$ cat config.mk
export PLATFORM = sky130hd
export DESIGN_NAME = sevenseg_port_display
export DESIGN_NICKNAME = d
export VERILOG_FILES = /design/src/rtl/sevenseg_port_display.sv
export SDC_FILE = /design/constraint.sdc
export NUM_CORES = 1
export LEC_CHECK = 0
export CELL_PAD_IN_SITES_DETAIL_PLACEMENT = 0
export CELL_PAD_IN_SITES_GLOBAL_PLACEMENT = 2
export CORE_MARGIN = 10
export CORE_UTILIZATION = 28
export DETAILED_ROUTE_END_ITERATION = 6
export GPL_TIMING_DRIVEN = 0
export PLACE_DENSITY = 0.88
export SLEW_MARGIN = 10
export SYNTH_ARGS = -nofsm -noshare
export SYNTH_HDL_FRONTEND = slang
export SYNTH_SLANG_ARGS = --single-unit
$ cat constraint.sdc
create_clock -name io_clk -period 2.3 [get_ports io_clk]
set_clock_uncertainty 0.1 [all_clocks]
set_input_delay 0.345 -clock io_clk [delete_from_list [all_inputs] [get_ports io_clk]]
set_output_delay 0.345 -clock io_clk [all_outputs]
set_load 0.1 [all_outputs]
$ cat src/rtl/sevenseg_port_display.sv
// Shows three 32-bit I/O output ports as 2-digit decimal numbers on a
// 6-digit multiplexed, active-low seven-segment display.
module sevenseg_port_display #(
  parameter int unsigned SCAN_DIV = 50000
) (
  input  logic        io_clk,
  input  logic        resetn,
  input  logic [31:0] out_port0,
  input  logic [31:0] out_port1,
  input  logic [31:0] out_port2,
  output logic [5:0]  digit_an,
  output logic [6:0]  seg,
  output logic        conv_busy
);

  localparam int unsigned   PW         = (SCAN_DIV > 1) ? $clog2(SCAN_DIV) : 1;
  localparam logic [PW-1:0] PRESC_LAST = PW'(SCAN_DIV - 1);

  localparam logic [6:0] SEG_DASH  = 7'b0111111;
  localparam logic [6:0] SEG_BLANK = 7'b1111111;

  typedef enum logic [1:0] {
    CAPTURE,
    SHIFT,
    COMMIT
  } conv_state_e;

  function automatic logic [6:0] seg_decode(input logic [3:0] d);
    logic [6:0] s;
    case (d)
      4'd0:    s = 7'b1000000;
      4'd1:    s = 7'b1111001;
      4'd2:    s = 7'b0100100;
      4'd3:    s = 7'b0110000;
      4'd4:    s = 7'b0011001;
      4'd5:    s = 7'b0010010;
      4'd6:    s = 7'b0000010;
      4'd7:    s = 7'b1111000;
      4'd8:    s = 7'b0000000;
      4'd9:    s = 7'b0010000;
      default: s = SEG_BLANK;
    endcase
    return s;
  endfunction

  // ---------------------------------------------------------------
  // Binary-to-BCD converter, round-robin over the three ports
  // ---------------------------------------------------------------
  conv_state_e state_q, state_d;
  logic [1:0]  p_q, p_d;
  logic [2:0]  cnt_q, cnt_d;
  logic [6:0]  sh_q, sh_d;
  logic [7:0]  bcd_q, bcd_d;
  logic        ovf_tmp_q, ovf_tmp_d;
  logic [31:0] port_sel;
  logic [7:0]  bcd_adj;
  logic        commit;

  always_comb begin
    case (p_q)
      2'd0:    port_sel = out_port0;
      2'd1:    port_sel = out_port1;
      2'd2:    port_sel = out_port2;
      default: port_sel = '0;
    endcase
  end

  always_comb begin
    bcd_adj[3:0] = (bcd_q[3:0] >= 4'd5) ? bcd_q[3:0] + 4'd3 : bcd_q[3:0];
    bcd_adj[7:4] = (bcd_q[7:4] >= 4'd5) ? bcd_q[7:4] + 4'd3 : bcd_q[7:4];
  end

  always_comb begin
    state_d   = state_q;
    p_d       = p_q;
    cnt_d     = cnt_q;
    sh_d      = sh_q;
    bcd_d     = bcd_q;
    ovf_tmp_d = ovf_tmp_q;
    commit    = 1'b0;
    case (state_q)
      CAPTURE: begin
        sh_d      = port_sel[6:0];
        bcd_d     = '0;
        ovf_tmp_d = (port_sel > 32'd99);
        cnt_d     = '0;
        state_d   = SHIFT;
      end
      SHIFT: begin
        // seven adjust-and-shift steps, the eighth cycle only holds
        if (cnt_q != 3'd7) begin
          bcd_d = {bcd_adj[6:0], sh_q[6]};
          sh_d  = {sh_q[5:0], 1'b0};
        end else begin
          state_d = COMMIT;
        end
        cnt_d = cnt_q + 3'd1;
      end
      COMMIT: begin
        commit  = 1'b1;
        p_d     = (p_q == 2'd2) ? 2'd0 : p_q + 2'd1;
        state_d = CAPTURE;
      end
      default: state_d = CAPTURE;
    endcase
  end

  always_ff @(posedge io_clk or negedge resetn) begin
    if (!resetn) begin
      state_q   <= CAPTURE;
      p_q       <= '0;
      cnt_q     <= '0;
      sh_q      <= '0;
      bcd_q     <= '0;
      ovf_tmp_q <= 1'b0;
    end else begin
      state_q   <= state_d;
      p_q       <= p_d;
      cnt_q     <= cnt_d;
      sh_q      <= sh_d;
      bcd_q     <= bcd_d;
      ovf_tmp_q <= ovf_tmp_d;
    end
  end

  assign conv_busy = (state_q == SHIFT);

  // ---------------------------------------------------------------
  // Display registers, written only on COMMIT
  // ---------------------------------------------------------------
  logic [3:0] tens_q [0:2];
  logic [3:0] ones_q [0:2];
  logic [2:0] ovf_q;

  always_ff @(posedge io_clk or negedge resetn) begin
    if (!resetn) begin
      for (int unsigned i = 0; i < 3; i++) begin
        tens_q[i] <= '0;
        ones_q[i] <= '0;
      end
      ovf_q <= '0;
    end else if (commit) begin
      case (p_q)
        2'd0: begin
          tens_q[0] <= bcd_q[7:4];
          ones_q[0] <= bcd_q[3:0];
          ovf_q[0]  <= ovf_tmp_q;
        end
        2'd1: begin
          tens_q[1] <= bcd_q[7:4];
          ones_q[1] <= bcd_q[3:0];
          ovf_q[1]  <= ovf_tmp_q;
        end
        2'd2: begin
          tens_q[2] <= bcd_q[7:4];
          ones_q[2] <= bcd_q[3:0];
          ovf_q[2]  <= ovf_tmp_q;
        end
        default: ;
      endcase
    end
  end

  // ---------------------------------------------------------------
  // Digit scanner
  // ---------------------------------------------------------------
  logic [PW-1:0] presc_q;
  logic [2:0]    idx_q;
  logic [3:0]    dig_val;
  logic          dig_tens;
  logic          dig_ovf;
  logic [6:0]    seg_d;
  logic [5:0]    an_d;

  always_comb begin
    dig_val  = '0;
    dig_tens = 1'b0;
    dig_ovf  = 1'b0;
    case (idx_q)
      3'd0: begin dig_val = ones_q[0]; dig_ovf = ovf_q[0]; end
      3'd1: begin dig_val = tens_q[0]; dig_ovf = ovf_q[0]; dig_tens = 1'b1; end
      3'd2: begin dig_val = ones_q[1]; dig_ovf = ovf_q[1]; end
      3'd3: begin dig_val = tens_q[1]; dig_ovf = ovf_q[1]; dig_tens = 1'b1; end
      3'd4: begin dig_val = ones_q[2]; dig_ovf = ovf_q[2]; end
      3'd5: begin dig_val = tens_q[2]; dig_ovf = ovf_q[2]; dig_tens = 1'b1; end
      default: ;
    endcase

    if (dig_ovf)
      seg_d = SEG_DASH;
    else if (dig_tens && dig_val == 4'd0)
      seg_d = SEG_BLANK;
    else
      seg_d = seg_decode(dig_val);

    an_d = ~(6'd1 << idx_q);
  end

  // anode and segments load together from the same idx, so no glitch
  always_ff @(posedge io_clk or negedge resetn) begin
    if (!resetn) begin
      presc_q  <= '0;
      idx_q    <= '0;
      digit_an <= '1;
      seg      <= '1;
    end else begin
      if (presc_q == PRESC_LAST) begin
        presc_q <= '0;
        idx_q   <= (idx_q == 3'd5) ? 3'd0 : idx_q + 3'd1;
      end else begin
        presc_q <= presc_q + 1'b1;
      end
      digit_an <= an_d;
      seg      <= seg_d;
    end
  end

endmodule

* Yosys cells after proc, flatten, opt, wreduce, memory -nomap -nowiden
Memories as Yosys holds them, arrays and structs flattened. Index checks and enable logic that the tools add are counted.
Cells by class: bitwise logic cells 1, muxes and demuxes 19, eq/ne operators 13, add/sub/neg operators 6, divide/modulo/power cells 0, $lt $le $gt $ge 3, $mul 0, reduce and logical (&&, ||, !) cells 14, shift-type cells 1
Operators with widths (count):
- 32-bit one-hot mux with 3 select lines | 1
- 32-bit by 7-bit > comparator with 1-bit output, second input constant | 1
- 4-bit one-hot mux with 6 select lines | 1
- 7-bit two-way mux | 3
- 16-bit by 1-bit adder with 16-bit output, second input constant | 1
- 16-bit == test, second input constant | 1
- 16-bit two-way mux | 1
- 8-bit one-hot mux with 2 select lines | 1
- 7-bit one-hot mux with 2 select lines | 1
- 4-bit by 3-bit greater-or-equal comparator with 1-bit output, second input constant | 2
- 8-bit two-way mux | 1
- 2-bit AND reduction | 4
- 3-bit by 1-bit adder with 3-bit output, second input constant | 2
- 3-bit by 2-bit == test with 1-bit output, second input constant | 2
- 3-bit == test, second input constant | 2
- 3-bit two-way mux | 2
- 6-bit NOT | 1
- 3-bit one-hot mux with 2 select lines | 1
- 2-bit OR reduction | 3
- 1-bit by 3-bit << shifter with 6-bit output, first input constant | 1
- 4-bit by 2-bit adder with 4-bit output, second input constant | 1
- 2-bit by 1-bit == test with 1-bit output, second input constant | 2
- 2-bit == test, second input constant | 2
- 2-bit logical NOT | 2
- 16 further kinds | 18
Word-level totals: input port bits 98, bits in latches 0, RAM bits 0, bits in read-only memories 112, logic and storage cells 77, output and inout bits 14, register bits 82, memories 1
Memories:
- (no name shown) | depth 16, width 7, read ports 1, clocked after Yosys merged registers in 0, write ports 0, line 30 | case (d)

* Depth between registers and ports, before layout
word-level depth 6, depth in mapped cells 9, mapped depth without buffers 8

* Least setup slack after synthesis
Ideal clock, no wire load.
kind reg-to-reg, start register idx_q[0], end register seg[4], setup time 0.065 ns, cell stages (with the launch flop) 10, path slack 0.030 ns, path buffers 1, period minus slack after synthesis 2.270 ns, required time 2.135 ns, data arrival time 2.105 ns, cell sequence dfrtp_1 buf_6 and2_1 ha_1 a221oi_4 inv_1 ha_1 o21a_1 a311o_1 nand3b_1
Between the ends: cells in the longest elaborated chain, start to end 6, elaborated cells on any way between the ends 18, classes of those cells 5 x eq/ne; 5 x mux; 7 x reduce/logical; 1 x memory
RTL lines:
- start: declaration | line 168 | logic [2:0] idx_q;
- start signal: assignment | line 209 | idx_q <= (idx_q == 3'd5) ? 3'd0 : idx_q + 3'd1;
- parallel branches: the longest is 5 deep, another holds memory read 16 x 7 bit
- 7-bit two-way mux (*) | line 189 | if (dig_ovf)
- via seg_d[4] | line 172 | logic [6:0] seg_d;
- end signal: assignment | line 214 | seg <= seg_d;
- end: declaration | line 12 | output logic [6:0] seg,
Mark *: on every way through the listed nets, which the timed path passes. A chain may end at the register's enable or synchronous reset.

* Final worst setup path
start register idx_q[0], end register seg[3]
Same word-level chain as after synthesis.

==> results <==
- The sum of buffers and inverters on the critical path is 4.
- The number of unique standard cell types used by synthesis is 58.
- Power spread over the standard cell area amounts to approximately 670 nW/µm².
- The number of global-route vias before repair is roughly 3.7k.
- The worst hold path was traced through 2 stages.
- The total area inside the core boundary comes to ~15000 µm².
- The largest driver fanout on the critical path is 5.
- The number of vias per cell after detailed routing is about 4.8.
- After synthesis, the most frequently instantiated cells are sky130_fd_sc_hd__dfrtp_1 (69), sky130_fd_sc_hd__nor2_1 (31), sky130_fd_sc_hd__mux2_2 (28), sky130_fd_sc_hd__nand2_1 (21), sky130_fd_sc_hd__nor4_1 (16).
- The largest buffer count on any clock path is 2.
- The detail route stage leaves a number of antenna-violating nets equal to 0.
- The critical path crosses 9 cells after its start point.
- The main combinational cell family by area after synthesis is simple AND/OR/NAND/NOR gates.
- The number of flops mapped to enable cells by yosys is 0.
- The initialized floorplan defines between 40 and 50 standard-cell rows.
- Fill cells in the final layout number between 1k and 1.5k.
- Buffers inserted during clock tree synthesis total 9.
- Of the total synthesized cell area, the portion taken by full adders, half adders and majority gates is just under 4%.
- The final sum of negative setup slack is 0 ns.
- The min-delay analysis places its worst path in the category flop to flop.
- For the finished layout, the period the worst path requires is between 2 and 2.5 ns.
- The startpoint identified for the worst hold timing path is sh_q[0]$_DFFE_PN0P_.
- The worst setup path is launched from a flop.
- The overall die width is roughly 140 µm.
- The arrival time reported for the critical path endpoint is around 2.4 ns.
- The global-route congestion overflow total is 0.
- The run finished with clean final reports.
- In this run the count of I/O pins placed on the die edge is roughly 110.
- The routability congestion estimate from global placement is roughly 0.84.
- STA classifies the critical path endpoint as a flop.
- The yosys synthesis warning count is 0.
- The netlist area before placement is ~4200 µm².
- The number of antenna diodes in the final layout is 0.
- The ratio of final minimum period to clock period is between 90 and 100%.
- The synthesized netlist devotes 12.1% of its cell area to compound gates.
- The mean instance size in the synthesized netlist is around 11 µm².
- In the final routed layout, each cell accounts on average for approximately 16 µm.
- The number of DRC violations after detailed routing is 0.
- The max-slew violation total from the final report was 0.
- The area growth from synthesis to layout is 43.5%.
- Summed over all instances, the cell type with the most area after synthesis is sky130_fd_sc_hd__dfrtp_1.
- The number of nets in the finished design is roughly 630.
- The maximum resistive drop on vdd is roughly 0.39 mV.
- In this run the clock root is driven by a sky130_fd_sc_hd__clkbuf_16.
- The die area is slightly above 20000 µm².
- For the pin with the worst max-slew slack, the measured transition is about 0.98 ns.
- The number of setup violations in the final report is 0.
- The first routing iteration left 160 violations.
- Setup repair after global routing could not meet its margin everywhere.
- The post-synthesis instance total is between 300 and 400.
- The final wirelength is about 12000 µm.
- The clock slew seen by the registers of the worst setup and hold paths is 0.06 ns.
- The clock net sink count is 82.
- The critical path is of the flop to flop type.
- The power consumption is 4.07 mW.
- The family of cells with the greatest summed delay on the critical path is buffers and inverters.
- Across every metal layer, demand over resource in global routing totals a little under an eighth.
- Summing the areas of all xor and xnor instances in the mapped netlist gives 3.52% of the synthesized area.
- In this run the vertical extent of the chip is 143 µm.
- TritonCTS built the clock tree.
- Entering global routing, the biggest net connects 43 pins.
- The synthesized design devotes to its leading area cell type around two fifths of total area.
- The critical path required time is ~2.4 ns.
- The count of buffers inserted at the top-level ports is between 100 and 150.
- The H-tree level count is 3.
- Traced cell by cell, the critical path runs through buf_8 -> buf_4 -> nor3b_4 -> a221oi_4 -> buf_4 -> ha_1 -> inv_1 -> mux2i_1 -> o221ai_1.
- The combined area of the multi-input logic cells is about 2100 µm².
- The number of antenna violations at the first check in global routing is 0.
- The hold violation total from the final report is 0.
- In this run the cell area measured after placement is ~5600 µm².
- The cell with the most instances after synthesis is sky130_fd_sc_hd__dfrtp_1.
- The detailed-placement wirelength estimate is 8950 µm.
- Ranked by total cell area, the synthesized netlist is headed by sky130_fd_sc_hd__dfrtp_1 (41%), sky130_fd_sc_hd__dfstp_2 (8.1%), sky130_fd_sc_hd__mux2_2 (7.5%).
- The part of the Yosys area used for sequential elements is around half.
- The proportion of synthesized area in mux cells is a little under an eighth.
- The number of max-cap violations is 0.
- For this run, asynchronously set or reset flops after synthesis account for 100%.
- The share of synthesized cell area in and, or, nand and nor gates is between 10% and 20%.
- For this run, the slowest stage of the critical path takes ~0.45 ns.
- The worst max-slew margin expressed relative to the limit is 34.8%.
- The summed area of non-filler cells in the final layout is 6070 µm².
- For this run, the detailed router's first-pass iteration total came to 4.
- The startpoint identified for the worst register-to-register timing path is idx_q[0]$_DFFE_PN0N_.
- Cells with a size suffix above 1 make up between 20% and 30% of the layout.
- Synthesis inferred roughly 80 register bits.
- The static leakage is approximately 2.5 nW.
- The critical path launch point is idx_q[0]$_DFFE_PN0N_.
- The highest clock frequency the design can meet is between 400 and 500 MHz.
- The dominant cell type by count on the critical path is sky130_fd_sc_hd__buf_4.
- On the critical path, the stage with the largest delay is an instance of sky130_fd_sc_hd__dfrtp_2.
- The first global-routing pass estimated 18900 µm of wire.
- The final route contains 3399 vias.
- For this configuration, the core starts out at a cell density of around 29%.
- When the netlist entered floorplanning its net count stood at 489.
- At the placement stage, the worst setup path has a slack of -0.315 ns.
- The clock reaches the later pin of the worst-skew pair after ~0.34 ns.
- The internal reg-to-reg setup slack is between 0.05 and 0.06 ns.
- The commonest register cell after synthesis is sky130_fd_sc_hd__dfrtp_1.
- The area of all sequential standard cells is just over 2000 µm².
- For the worst flop-to-flop path, the logic depth is 9.
- The setup slack of the critical path after layout is around 0.055 ns.
[per-layer routing]
| metal | vias up | GRT usage (%) | share of wire (%) |
|---|---|---|---|
| met1 | 1690 | 13.4 | 43 |
| met5 | - | 0 | 0 |
| met4 | 0 | 4.23 | 1.7 |
| met2 | 43 | 20.7 | 53 |
| li1 | 1651 | - | - |
| met3 | 15 | 2.12 | 3.0 |
[worst min-delay path, cell delays in order (launching register included)]
cell and delay (ns):
sky130_fd_sc_hd__dfrtp_1 0.34, sky130_fd_sc_hd__nand2_1 0.05, sky130_fd_sc_hd__o21ai_0 0.06
[final timing paths]
check,endpoint
setup / recovery,seg[3]$_DFF_PN1_
hold / removal,sh_q[0]$_DFFE_PN0P_
setup reg to reg,seg[3]$_DFF_PN1_
hold reg to reg,sh_q[0]$_DFFE_PN0P_
max in group asynchronous,ovf_tmp_q$_DFFE_PN0P_
min in group asynchronous,presc_q[5]$_DFF_PN0_
[cell usage in the layout (no fill, tap or decap), types with 8 or more instances in the layout]
cell and count:
sky130_fd_sc_hd__clkdlybuf4s50_1 96, sky130_fd_sc_hd__dfrtp_1 68, sky130_fd_sc_hd__nor2_1 30, sky130_fd_sc_hd__mux2_2 28
sky130_fd_sc_hd__nand2_1 21, sky130_fd_sc_hd__nor4_1 16, sky130_fd_sc_hd__buf_4 14, sky130_fd_sc_hd__nand3_1 13
sky130_fd_sc_hd__o21ai_0 13, sky130_fd_sc_hd__dfstp_2 13, sky130_fd_sc_hd__dlygate4sd2_1 13, sky130_fd_sc_hd__inv_1 12
sky130_fd_sc_hd__mux2i_1 11, sky130_fd_sc_hd__a21oi_1 11, sky130_fd_sc_hd__xor2_1 11, sky130_fd_sc_hd__ha_1 10
sky130_fd_sc_hd__clkbuf_16 9, sky130_fd_sc_hd__a22o_1 8
[what timing repair did]
action	CTS	global route
setup buffers	11	1
hold endpoints to repair	28	0
endpoints found under the setup margin	21	15
pin swaps	8	4
hold buffers	1	0
gates resized for setup	30	12
[state kept, by name, indices dropped and copies added, names as in the netlist]
name,cells
tens_q,12
state_q,2
p_q,2
digit_an,6
ovf_tmp_q,1
ones_q,12
seg,7
cnt_q,3
bcd_q,8
sh_q,7
ovf_q,3
idx_q,3
presc_q,16
[cells by family after synthesis]
| kind of cell | after synthesis |
|---|---|
| buffers and inverters | 28 |
| muxes | 46 |
| DFF | 82 |
| and+or+nand+nor | 125 |
| AOI/OAI and AO/OA | 67 |
| adders and majority gates | 13 |
| xor gates and xnor gates | 17 |
[final cells by class]
cell class	count	share of cell area, %
clock inverters	4	0.536
plain buffers	14	1.57
multi-input cells	268	34.9
clock buffers	12	4.39
well taps	184	3.79
inverters	14	0.866
repair buffers	125	19.9
flip-flops and latches	82	34.1
[per-stage QoR]
step / hold WS [ns] / instances / utilization [%]
final: 0.387 / 703 / 41.4
after global routing: 0.405 / 703 / 41.4
after CTS: 0.387 / 702 / 41.2
after detailed placement: 0.275 / 674 / 38.2
after global placement: 0.374 / 673 / 38.0
after floorplan: -0.0506 / 378 / -
[power breakdown]
group          switching [mW]  internal, mW
sequential              0.168          1.61
clock                   0.593         0.826
combinational           0.360         0.512
total                    1.12          2.95
No activity file was read; power rests on OpenSTA's default activity.
